==> src/rtl/mu0_mux16_reg.sv <==
`default_nettype none
// ============================================================================
// Module   : mu0_mux16_reg
// Brief    : MU0 2-to-1 word selector with a registered copy and valid flag.
//            Optional macro MU0_MUX16_SELCHG_EN adds the Sel_chg output.
// Revision : 1.0 - initial release
// ============================================================================
module mu0_mux16_reg #(
    parameter int WIDTH = 16
) (
    input  logic             Clk,
    input  logic             Reset,
    input  logic [WIDTH-1:0] A,
    input  logic [WIDTH-1:0] B,
    input  logic             S,
    output logic [WIDTH-1:0] Q,
    output logic [WIDTH-1:0] Q_q,
    output logic             Q_vld
`ifdef MU0_MUX16_SELCHG_EN
    ,
    output logic             Sel_chg
`endif
);

    // Full-word select; an unknown S propagates as X in simulation.
    assign Q = S ? B : A;

    always_ff @(posedge Clk) begin
        if (Reset) begin
            Q_q   <= '0;
            Q_vld <= 1'b0;
        end else begin
            Q_q   <= Q;
            Q_vld <= 1'b1;
        end
    end

`ifdef MU0_MUX16_SELCHG_EN
    logic S_q;

    always_ff @(posedge Clk) begin
        if (Reset) begin
            S_q <= 1'b0;
        end else begin
            S_q <= S;
        end
    end

    // Gated by Q_vld so the cleared S_q never raises a false change after reset.
    assign Sel_chg = Q_vld & (S != S_q);
`endif

endmodule
`default_nettype wire

==> config.mk <==
export PLATFORM = sky130hd
export DESIGN_NAME = mu0_mux16_reg
export DESIGN_NICKNAME = d
export VERILOG_FILES = /design/src/rtl/mu0_mux16_reg.sv
export SDC_FILE = /design/constraint.sdc
export NUM_CORES = 1
export LEC_CHECK = 0
export ABC_AREA = 1
export CAP_MARGIN = 30
export CELL_PAD_IN_SITES_DETAIL_PLACEMENT = 0
export CELL_PAD_IN_SITES_GLOBAL_PLACEMENT = 1
export CORE_AREA = 2 2 52 54
export CTS_CLUSTER_SIZE = 16
export DETAILED_ROUTE_END_ITERATION = 10
export DIE_AREA = 0 0 54 56
export DONT_BUFFER_PORTS = 1
export HOLD_SLACK_MARGIN = 0.12
export PLACE_DENSITY = 0.75
export SETUP_SLACK_MARGIN = 0.15
export SLEW_MARGIN = 20
export SYNTH_ARGS = -nofsm -noshare
export SYNTH_HDL_FRONTEND = slang
export SYNTH_SLANG_ARGS = --single-unit
export TNS_END_PERCENT = 20
==> constraint.sdc <==
create_clock -name Clk -period 1 [get_ports Clk]
set_input_delay 0.2 -clock Clk [delete_from_list [all_inputs] [get_ports Clk]]
set_output_delay 0.2 -clock Clk [all_outputs]
set_load 0.02 [all_outputs]
==> results of run 1 <==
==> kinds of logic (layout without fill, tap and decap cells) <==
logic type             Yosys count  count (layout)  share of synthesized area [%]
AND/OR/NAND/NOR                 64              64                           35.1
buffers and inverters           55              56                           27.0
flip-flops                      17              17                           37.9
==> power by group through the flow <==
stage	combinational, mW	sequential (mW)	clock [mW]
detailed placement	0.254	0.819	0
finish	0.257	0.796	0.376
global route	0.290	0.805	0.428
CTS	0.261	0.802	0.392
global placement	0.251	0.818	0
floorplan	0.267	0.812	0
==> layer usage <==
layer / up-vias / global-route usage (%) / share of wire (%)
met2: 39 / 20.2 / 47
met5: - / 0 / 0
met1: 285 / 13.5 / 40
met4: 0 / 8.57 / 1.5
li1: 357 / - / -
met3: 2 / 4.84 / 11
==> cell usage in the layout (no fill, tap or decap), drive strengths merged <==
| cell | count |
|---|---|
| inv | 50 |
| dlygate4sd3 | 2 |
| clkbuf | 4 |
| nand2 | 48 |
| dfxtp | 17 |
| nor2 | 16 |
==> cell type report <==
type	instances	share of cell area (%)
multi-input cells	64	32.0
well taps	30	3.81
clock buffers	4	2.66
repair buffers	2	2.03
inverters	50	19.5
flip-flops and latches	17	40.0
==> timing repair <==
action                                  in CTS  in global routing
endpoints found under the hold margin       17                 15
endpoints found under the setup margin      17                 19
resized for setup                           27                  3
buffers inserted                             0                  0
==> how the worst max path moves through the flow <==
stage	to	slack (ns)	cells after the start
4_1_cts	Q_q[14]	0.11	0
3_5_place_dp	Q[1]	0.20	4
6_report	Q_q[4]	0.12	0
3_3_place_gp	Q[14]	0.21	4
2_1_floorplan	Q[3]	0.11	6
5_1_grt	Q_vld	0.09	0
==> through the flow <==
step	hold slack (ns)	total power [mW]	cell area (um2)	utilization (%)	cells
detailed placement	0.264	1.07	886	36.4	161
global route	-0.0674	1.52	986	40.5	167
finish	-0.0430	1.43	986	40.5	167
global placement	0.261	1.07	886	36.4	161
floorplan	0.415	1.08	898	-	136
CTS	-0.0570	1.46	978	40.2	167
==> registers in the layout, indices dropped and copies added (netlist names) <==
name and count:
Q_q 16, Q_vld 1
==> results_tabular.tex, run 1 <==
\begin{tabular}{lr}
\hline
Metric & Value \\
\hline
\multicolumn{2}{l}{\textbf{Outcome}} \\
Status & finished with violations \\
Violated checks & negative hold slack \\
\multicolumn{2}{l}{\textbf{Worst hold path}} \\
Start point of the worst hold path & Reset \\
Hold EP & Q\_q[12] \\
Classification of the worst-slack hold path & in -> reg \\
Worst hold path stage count & 1 \\
\multicolumn{2}{l}{\textbf{Floorplan}} \\
Effective utilization at floorplan & 36.9\% \\
\# rows & 18 \\
Overall die height & 56 um \\
Core Region & 0.00243 mm2 \\
Horizontal extent of the die & 54 um \\
\# IOs & 68 \\
Die area & 0.00302 mm2 \\
\multicolumn{2}{l}{\textbf{Timing}} \\
Pins over their slew limit & 0 \\
Setup repair after global routing missed its margin & yes \\
Worst Hold Slack & -0.0430 ns \\
Number of hold-slack violations in the final timing report & 15 \\
Maximum clock frequency & 1.14 GHz \\
Min cycle time layout & 0.877 ns \\
Worst Setup Slack, final & 0.123 ns \\
\# setup viols final & 0 \\
Max-Slew Margin vs Limit & 87.9\% \\
TNS Setup & 0 ns \\
Fin crit share & 87.7\% \\
Worst slew pin tran & 0.181 ns \\
\multicolumn{2}{l}{\textbf{Global route}} \\
Grt total ovfl & 0 \\
Vias in the first global route & 612 \\
Global-route wire length before repair & 2750 um \\
Pin count of the biggest net entering global routing & 18 \\
Number of antenna violations at the first check in global routing & 0 \\
Total global-route track usage & 12.8\% \\
\multicolumn{2}{l}{\textbf{Detailed routing}} \\
Average vias per placed instance & 4.09 \\
Number of iterations in the first detailed-routing pass & 4 \\
Final antenna-violating net count & 0 \\
Final wirelength & 1760 um \\
Avg WL per Cell & 10.6 um \\
Final routed DRC violation total & 0 \\
Via count & 683 \\
Number of DRC violations after detailed-routing iteration 0 & 7 \\
\multicolumn{2}{l}{\textbf{Power}} \\
Fraction of power consumed by sequential logic & 55.7\% \\
Internal & 950 uW \\
Clock power share & 26.3\% \\
Switching component of the power & 479 uW \\
P\_leak & 0.594 nW \\
Switching share of power & 33.5\% \\
Power per cell area & 1450 mW/mm2 \\
Maximum VDD drop & 0.493 mV \\
Combinational cell fraction of total power & 18.0\% \\
\multicolumn{2}{l}{\textbf{Run}} \\
Number of max-capacitance violations reported & 0 \\
\multicolumn{2}{l}{\textbf{Setup path}} \\
Startpoint types & register \\
CP arrival & 0.68 ns \\
Crit-path max FO & 1 \\
Critical path class & reg -> out \\
Critical path endpoint category & output pin \\
Required time at the endpoint of the critical path & 0.80 ns \\
Launching element of the worst setup path & Q\_q[4] \\
\multicolumn{2}{l}{\textbf{Place}} \\
Hpwl dp & 1320 um \\
Buffers on Ports & 0 \\
Final GP Congestion & 0.667 \\
Worst slack, placed & 0.196 ns \\
\multicolumn{2}{l}{\textbf{Final layout}} \\
Share of final-layout standard cells stronger than drive strength 1 & 45.3\% \\
Post-layout net count & 173 \\
Diode insertion count for antenna repair & 0 \\
Layout Area Growth over Synthesis & 9.75\% \\
Layout filler cell count & 257 \\
Footprint of the flip-flops and latches & 394 um2 \\
Footprint of the multi-input gates & 315 um2 \\
\multicolumn{2}{l}{\textbf{Clock network}} \\
Worst-path clk slew & 0.10 ns \\
CTS Root Cell & sky130\_fd\_sc\_hd\_\_clkbuf\_4 \\
Max Buffers Root-to-Sink & 2 \\
CTS Hold Bufs & 2 \\
Htree depth & 1 \\
Number of buffers inserted during clock tree synthesis & 3 \\
TritonCTS clock tree & done \\
Clk sinks & 17 \\
\multicolumn{2}{l}{\textbf{Yosys}} \\
Proportion of netlist area held by the largest area contributor & 37.9\% \\
Number of register bits inferred by synthesis & 17 \\
EDFF count, synth & 0 \\
Main flop type after synthesis & sky130\_fd\_sc\_hd\_\_dfxtp\_1 \\
Dominant cell by count in the synthesized netlist & sky130\_fd\_sc\_hd\_\_inv\_1 \\
Post-Syn Nets & 171 \\
Top cells by area in the synthesized netlist & sky130\_fd\_sc\_hd\_\_dfxtp\_1, sky130\_fd\_sc\_hd\_\_inv\_1, sky130\_fd\_sc\_hd\_\_nand2\_2 \\
Post-Synthesis Mean Instance Area & 6.61 um2 \\
Leading cell types by count after synthesis & sky130\_fd\_sc\_hd\_\_inv\_1, sky130\_fd\_sc\_hd\_\_nand2\_1, sky130\_fd\_sc\_hd\_\_nand2\_2 \\
YS warnings & 0 \\
Proportion of synthesized chip area in sequential cells & 37.9\% \\
Dominant cell type by area after synthesis & sky130\_fd\_sc\_hd\_\_dfxtp\_1 \\
Post-synthesis cell type count & 11 \\
Cell count after synthesis & 136 \\
Fraction of synthesis flops using an asynchronous set or reset pin & 0\% \\
Netlist area before placement & 898 um2 \\
\hline
\end{tabular}
No activity file was read; power rests on OpenSTA's default activity.
==> run 2, diff against run 1 <==
--- a/config.mk
+++ b/config.mk
@@ -10,11 +10,12 @@
 export CELL_PAD_IN_SITES_DETAIL_PLACEMENT = 0
 export CELL_PAD_IN_SITES_GLOBAL_PLACEMENT = 1
-export CORE_AREA = 2 2 52 54
+export CORE_AREA = 2 2 51 53
+export CTS_BUF_LIST = sky130_fd_sc_hd__clkbuf_4 sky130_fd_sc_hd__clkbuf_8
 export CTS_CLUSTER_SIZE = 16
 export DETAILED_ROUTE_END_ITERATION = 10
-export DIE_AREA = 0 0 54 56
+export DIE_AREA = 0 0 53 55
 export DONT_BUFFER_PORTS = 1
 export HOLD_SLACK_MARGIN = 0.12
-export PLACE_DENSITY = 0.75
+export PLACE_DENSITY = 0.78
 export SETUP_SLACK_MARGIN = 0.15
 export SLEW_MARGIN = 20
==> constraint.sdc (replaced) <==
create_clock -name Clk -period 1 [get_ports Clk]
set_input_delay 0.1 -clock Clk [delete_from_list [all_inputs] [get_ports Clk]]
set_output_delay 0.1 -clock Clk [all_outputs]
set_load 0.02 [all_outputs]
==> results_tabular.tex, run 2 (synthesis gave the netlist of run 1 again) <==
\begin{tabular}{lr}
\hline
Metric & Value \\
\hline
\multicolumn{2}{l}{\textbf{Global route}} \\
Pin count of the biggest net entering global routing & 18 (unchanged) \\
Total global-route track usage & 12.9\% (+0.15 points) \\
Vias in the first global route & 656 (+7.2\%) \\
Global-route wire length before repair & 2710 um (-1.3\%) \\
Grt total ovfl & 0 (unchanged) \\
Number of antenna violations at the first check in global routing & 0 (unchanged) \\
\multicolumn{2}{l}{\textbf{Setup path}} \\
Stages on worst setup path & 0 (unchanged) \\
Critical path class & reg -> out \\
Crit-path max FO & 1 (unchanged) \\
Critical path endpoint category & output pin \\
Required time at the endpoint of the critical path & 0.90 ns (+0.10 ns) \\
CP arrival & 0.74 ns (+0.06 ns) \\
Startpoint types & register \\
\multicolumn{2}{l}{\textbf{Outcome}} \\
Status & finished clean \\
\multicolumn{2}{l}{\textbf{Timing}} \\
Number of hold-slack violations in the final timing report & 0 (-15) \\
\# setup viols final & 0 (unchanged) \\
Maximum clock frequency & 1.20 GHz (+4.9\%) \\
TNS Setup & 0 ns (unchanged) \\
Setup repair after global routing missed its margin & yes \\
Pins over their slew limit & 0 (unchanged) \\
Worst slew pin tran & 0.413 ns (+0.232 ns) \\
Max-Slew Margin vs Limit & 72.4\% (-16 points) \\
Fin crit share & 83.6\% (-4.1 points) \\
Min cycle time layout & 0.836 ns (-0.0410 ns) \\
\multicolumn{2}{l}{\textbf{Power}} \\
Fraction of power consumed by sequential logic & 54.0\% (-1.7 points) \\
Maximum VDD drop & 0.593 mV (+20\%) \\
Switching share of power & 32.7\% (-0.82 points) \\
Power per cell area & 1370 mW/mm2 (-5.6\%) \\
Combinational cell fraction of total power & 21.4\% (+3.4 points) \\
Final Total Pwr & 1.49 mW (+4.2\%) \\
Clock power share & 24.6\% (-1.7 points) \\
Internal & 1.00 mW (+5.5\%) \\
Switching component of the power & 488 uW (+1.7\%) \\
P\_leak & 0.674 nW (+13\%) \\
\multicolumn{2}{l}{\textbf{Floorplan}} \\
Effective utilization at floorplan & 38.0\% (+1.1 points) \\
Horizontal extent of the die & 53 um (-1.9\%) \\
Core Region & 0.00236 mm2 (-2.8\%) \\
\# rows & 18 (unchanged) \\
Overall die height & 55 um (-1.8\%) \\
\# IOs & 68 (unchanged) \\
Die area & 0.00292 mm2 (-3.6\%) \\
\multicolumn{2}{l}{\textbf{Place}} \\
Placed standard-cell area & 886 um2 (unchanged) \\
Hpwl dp & 1350 um (+2.6\%) \\
Final GP Congestion & 0.581 (-13\%) \\
Buffers on Ports & 0 (unchanged) \\
\multicolumn{2}{l}{\textbf{Detailed routing}} \\
Number of DRC violations after detailed-routing iteration 0 & 0 (-7) \\
Number of iterations in the first detailed-routing pass & 1 (-3) \\
Average vias per placed instance & 4.13 (+0.89\%) \\
Final antenna-violating net count & 0 (unchanged) \\
Final routed DRC violation total & 0 (unchanged) \\
Avg WL per Cell & 10.3 um (-2.8\%) \\
Final wirelength & 1870 um (+5.9\%) \\
Via count & 751 (+10\%) \\
\multicolumn{2}{l}{\textbf{Final layout}} \\
Commonest non-fill, non-tap cell in the layout & sky130\_fd\_sc\_hd\_\_inv\_1 \\
Layout Area Growth over Synthesis & 21.2\% \\
Register with the most flip-flops & Q\_q \\
Cell area after layout & 0.00109 mm2 (+10\%) \\
Registers with the most flip-flops & Q\_q: 16 flops, Q\_vld: 1 flops \\
Highest-count cells in the layout ignoring fill and taps & sky130\_fd\_sc\_hd\_\_inv\_1, sky130\_fd\_sc\_hd\_\_nand2\_1, sky130\_fd\_sc\_hd\_\_nand2\_2 \\
Layout filler cell count & 262 (+1.9\%) \\
Share of final-layout standard cells stronger than drive strength 1 & 25.7\% (-20 points) \\
Diode insertion count for antenna repair & 0 (unchanged) \\
Post-layout net count & 188 (+8.7\%) \\
Largest register FFs & 16 (unchanged) \\
\multicolumn{2}{l}{\textbf{Clock network}} \\
Worst-path clk slew & 0.10 ns (about the same) \\
Clk sinks & 17 (unchanged) \\
Max Buffers Root-to-Sink & 2 (unchanged) \\
CTS Root Cell & sky130\_fd\_sc\_hd\_\_clkbuf\_4 \\
Number of buffers inserted during clock tree synthesis & 3 (unchanged) \\
Htree depth & 1 (unchanged) \\
TritonCTS clock tree & done \\
Setup fix buffers added after clock tree synthesis & 0 (unchanged) \\
\multicolumn{2}{l}{\textbf{Worst hold path}} \\
Classification of the worst-slack hold path & in -> out \\
Worst hold path stage count & 3 (+2) \\
\multicolumn{2}{l}{\textbf{Run}} \\
Number of max-capacitance violations reported & 0 (unchanged) \\
\hline
\end{tabular}
[run 2: cell types whose count changed in the layout (fill, tap and decap cells not counted), sizes merged]
cell         previous run  this run
dlygate4sd3             2        17
clkbuf                  4         3
clkinv                  0         1
[run 2: cell type report]
cell class                 count  area [um2]  area share, %
sequential                    17         345           31.7
multi-input combinational     64         315           29.0
inverter                      50         193           17.7
timing repair buffer          17         170           15.6
tap                           30        37.5           3.45
clock buffer                   3        22.5           2.07
clock inverter                 1        5.00          0.460
[run 2: timing repair]
item / 4_1_cts / 5_1_grt
endpoints found under the setup margin: 5 / 19
hold buffers: 17 / 0
resized for setup: 1 / 3
hold endpoints to repair: 17 / 0
[run 2: final timing paths]
check / startpoint / end / slack (ns)
worst max-delay path: Q_q[11] / Q_q[11] / 0.16
worst min-delay path: S / Q[15] / 0.40
[run 2: metrics by stage]
| stage | hold WS [ns] | setup slack (ns) | instances | utilization [%] |
|---|---|---|---|---|
| 5_1_grt | 0.374 | 0.119 | 182 | 46.0 |
| 4_1_cts | 0.385 | 0.144 | 182 | 45.9 |
| 2_1_floorplan | 0.311 | 0.269 | 136 | - |
| 3_5_place_dp | 0.171 | 0.415 | 161 | 37.5 |
| 6_report | 0.399 | 0.164 | 182 | 46.0 |
| 3_3_place_gp | 0.159 | 0.425 | 161 | 37.5 |
[run 2: power groups by stage]
stage          clock (mW)  combinational, mW  sequential (mW)
6_report            0.367              0.319            0.804
5_1_grt             0.428              0.355            0.812
4_1_cts             0.389              0.321            0.804
3_5_place_dp            0              0.245            0.820
3_3_place_gp            0              0.241            0.818
2_1_floorplan           0              0.258            0.812
[run 2: per-layer routing]
layer  up-vias  track usage, %  share of wire [%]  wire [um]
li1        388               -                  -          -
met4         0            6.41                  0          0
met5         -               0                  0          0
met2        25            26.0                 60       1110
met1       338            12.4                 36        670
met3         0            2.69                4.4         83
==> run 3, diff against run 2 <==
clock period = 0.8 ns   (was 1 ns; I/O delays follow)
==> results_tabular.tex, run 3 (synthesis gave the netlist of run 1 again) <==
\begin{tabular}{lr}
\hline
Metric & Value \\
\hline
\multicolumn{2}{l}{\textbf{Clock network}} \\
Setup fix buffers added after clock tree synthesis & 0 (unchanged) \\
Htree depth & 1 (unchanged) \\
CTS Hold Bufs & 1 (-16) \\
Number of buffers inserted during clock tree synthesis & 3 (unchanged) \\
Worst-path clk slew & 0.10 ns (about the same) \\
Max Buffers Root-to-Sink & 2 (unchanged) \\
CTS Root Cell & sky130\_fd\_sc\_hd\_\_clkbuf\_4 \\
TritonCTS clock tree & done \\
Clk sinks & 17 (unchanged) \\
\multicolumn{2}{l}{\textbf{Timing}} \\
Maximum clock frequency & 1.33 GHz \\
Pins over their slew limit & 0 (unchanged) \\
Fin crit share & 94.2\% \\
Min cycle time layout & 0.754 ns \\
Setup repair after global routing missed its margin & yes \\
TNS Setup & 0 ns (unchanged) \\
Max-Slew Margin vs Limit & 88.0\% (+16 points) \\
\# setup viols final & 0 (unchanged) \\
Worst slew pin tran & 0.180 ns (-0.233 ns) \\
Number of hold-slack violations in the final timing report & 16 (+16) \\
Worst Hold Slack & -0.163 ns (-0.562 ns) \\
\multicolumn{2}{l}{\textbf{Global route}} \\
Pin count of the biggest net entering global routing & 18 (unchanged) \\
Number of antenna violations at the first check in global routing & 0 (unchanged) \\
Global-route wire length before repair & 2640 um (-2.8\%) \\
Total global-route track usage & 12.8\% (-0.13 points) \\
Grt total ovfl & 0 (unchanged) \\
Vias in the first global route & 615 (-6.3\%) \\
\multicolumn{2}{l}{\textbf{Detailed routing}} \\
Final wirelength & 1770 um (-5.0\%) \\
Final routed DRC violation total & 0 (unchanged) \\
Avg WL per Cell & 10.7 um (+4.1\%) \\
Number of iterations in the first detailed-routing pass & 2 (+1) \\
Number of DRC violations after detailed-routing iteration 0 & 3 (+3) \\
Final antenna-violating net count & 0 (unchanged) \\
Via count & 682 (-9.2\%) \\
Average vias per placed instance & 4.11 (-0.43\%) \\
\multicolumn{2}{l}{\textbf{Floorplan}} \\
Core Region & 0.00236 mm2 (unchanged) \\
Effective utilization at floorplan & 38.0\% (unchanged) \\
Die area & 0.00292 mm2 (unchanged) \\
Overall die height & 55 um (unchanged) \\
\# IOs & 68 (unchanged) \\
Horizontal extent of the die & 53 um (unchanged) \\
\# rows & 18 (unchanged) \\
\multicolumn{2}{l}{\textbf{Place}} \\
Buffers on Ports & 0 (unchanged) \\
Final GP Congestion & 0.620 (+6.8\%) \\
Hpwl dp & 1350 um (-0.35\%) \\
\multicolumn{2}{l}{\textbf{Final layout}} \\
Register with the most flip-flops & Q\_q \\
Diode insertion count for antenna repair & 0 (unchanged) \\
Final cell utilization of the core & 41.4\% (-4.6 points) \\
Registers with the most flip-flops & Q\_q: 16 flops, Q\_vld: 1 flops \\
Commonest non-fill, non-tap cell in the layout & sky130\_fd\_sc\_hd\_\_inv\_1 \\
Largest register FFs & 16 (unchanged) \\
Highest-count cells in the layout ignoring fill and taps & sky130\_fd\_sc\_hd\_\_inv\_1, sky130\_fd\_sc\_hd\_\_nand2\_1, sky130\_fd\_sc\_hd\_\_nand2\_2 \\
Layout Area Growth over Synthesis & 9.05\% \\
Post-layout net count & 172 (-8.5\%) \\
Share of final-layout standard cells stronger than drive strength 1 & 46.3\% (+21 points) \\
\multicolumn{2}{l}{\textbf{Worst hold path}} \\
Classification of the worst-slack hold path & in -> reg \\
Worst hold path stage count & 1 (-2) \\
Hold EP & Q\_q[3] \\
Start point of the worst hold path & Reset \\
\multicolumn{2}{l}{\textbf{Power}} \\
P\_leak & 0.592 nW (-12\%) \\
Maximum VDD drop & 0.691 mV (+17\%) \\
Power per cell area & 1850 mW/mm2 (+35\%) \\
\multicolumn{2}{l}{\textbf{Setup path}} \\
Required time at the endpoint of the critical path & 0.72 ns (-0.18 ns) \\
Critical path class & reg -> out \\
CP arrival & 0.67 ns (-0.07 ns) \\
Critical path endpoint category & output pin \\
Crit-path max FO & 1 (unchanged) \\
Startpoint types & register \\
\multicolumn{2}{l}{\textbf{Outcome}} \\
Status & finished with violations \\
Violated checks & negative hold slack \\
\multicolumn{2}{l}{\textbf{Run}} \\
Number of max-capacitance violations reported & 0 (unchanged) \\
\hline
\end{tabular}
-- run 3: changes by cell type in the layout (fill, tap and decap cells not counted) --
cell and delta:
sky130_fd_sc_hd__dfxtp_4 +13, sky130_fd_sc_hd__clkbuf_4 +1, sky130_fd_sc_hd__clkinv_2 -1, sky130_fd_sc_hd__inv_2 +11
sky130_fd_sc_hd__dlygate4sd3_1 -16, sky130_fd_sc_hd__dfxtp_1 -13, sky130_fd_sc_hd__inv_1 -11
-- run 3: where the power goes --
group / internal, mW / switching [mW]
Combinational: 0.0905 / 0.226
Clock: 0.227 / 0.268
Sequential: 0.900 / 0.0966
Total: 1.22 / 0.591
-- run 3: per-stage QoR --
step	std cells	instance area, um2	power, mW	setup slack, ns
2_1_floorplan	136	898	1.35	0.146
6_report	166	980	1.81	0.0462
3_5_place_dp	161	886	1.34	0.248
4_1_cts	166	970	1.86	0.0265
5_1_grt	166	980	1.93	0.00542
3_3_place_gp	161	886	1.33	0.244
-- run 3: metal layers --
metal | routed length, um | GRT usage [%] | vias up
met2 | 950 | 22.7 | 34
met5 | 0 | 0 | -
li1 | - | - | 356
met3 | 152 | 4.84 | 2
met4 | 19 | 6.41 | 0
met1 | 650 | 13.3 | 290
-- run 3: area by class of cell --
type | instances | area [um2]
fill | 255 | 1390
sequential | 17 | 394
multi-input combinational | 64 | 315
inverter | 50 | 193
tap | 30 | 37.5
clock buffer | 4 | 30.0
timing repair buffer | 1 | 10.0
-- run 3: timing repair --
action,CTS,global route
gates resized for setup,26,4
endpoints found under the hold margin,17,16
setup endpoints to repair,17,17
cloned,0,0
-- run 3: worst max-delay path by stage --
stage	start	cells after the start	end	slack [ns]
after floorplan	S	6	Q_q[10]	0.15
after global placement	S	4	Q_q[14]	0.24
after detailed placement	S	4	Q[0]	0.25
after CTS	Q_q[1]	0	Q_q[1]	0.03
after global routing	Q_q[8]	0	Q_q[8]	0.005
final	Q_q[6]	0	Q_q[6]	0.05
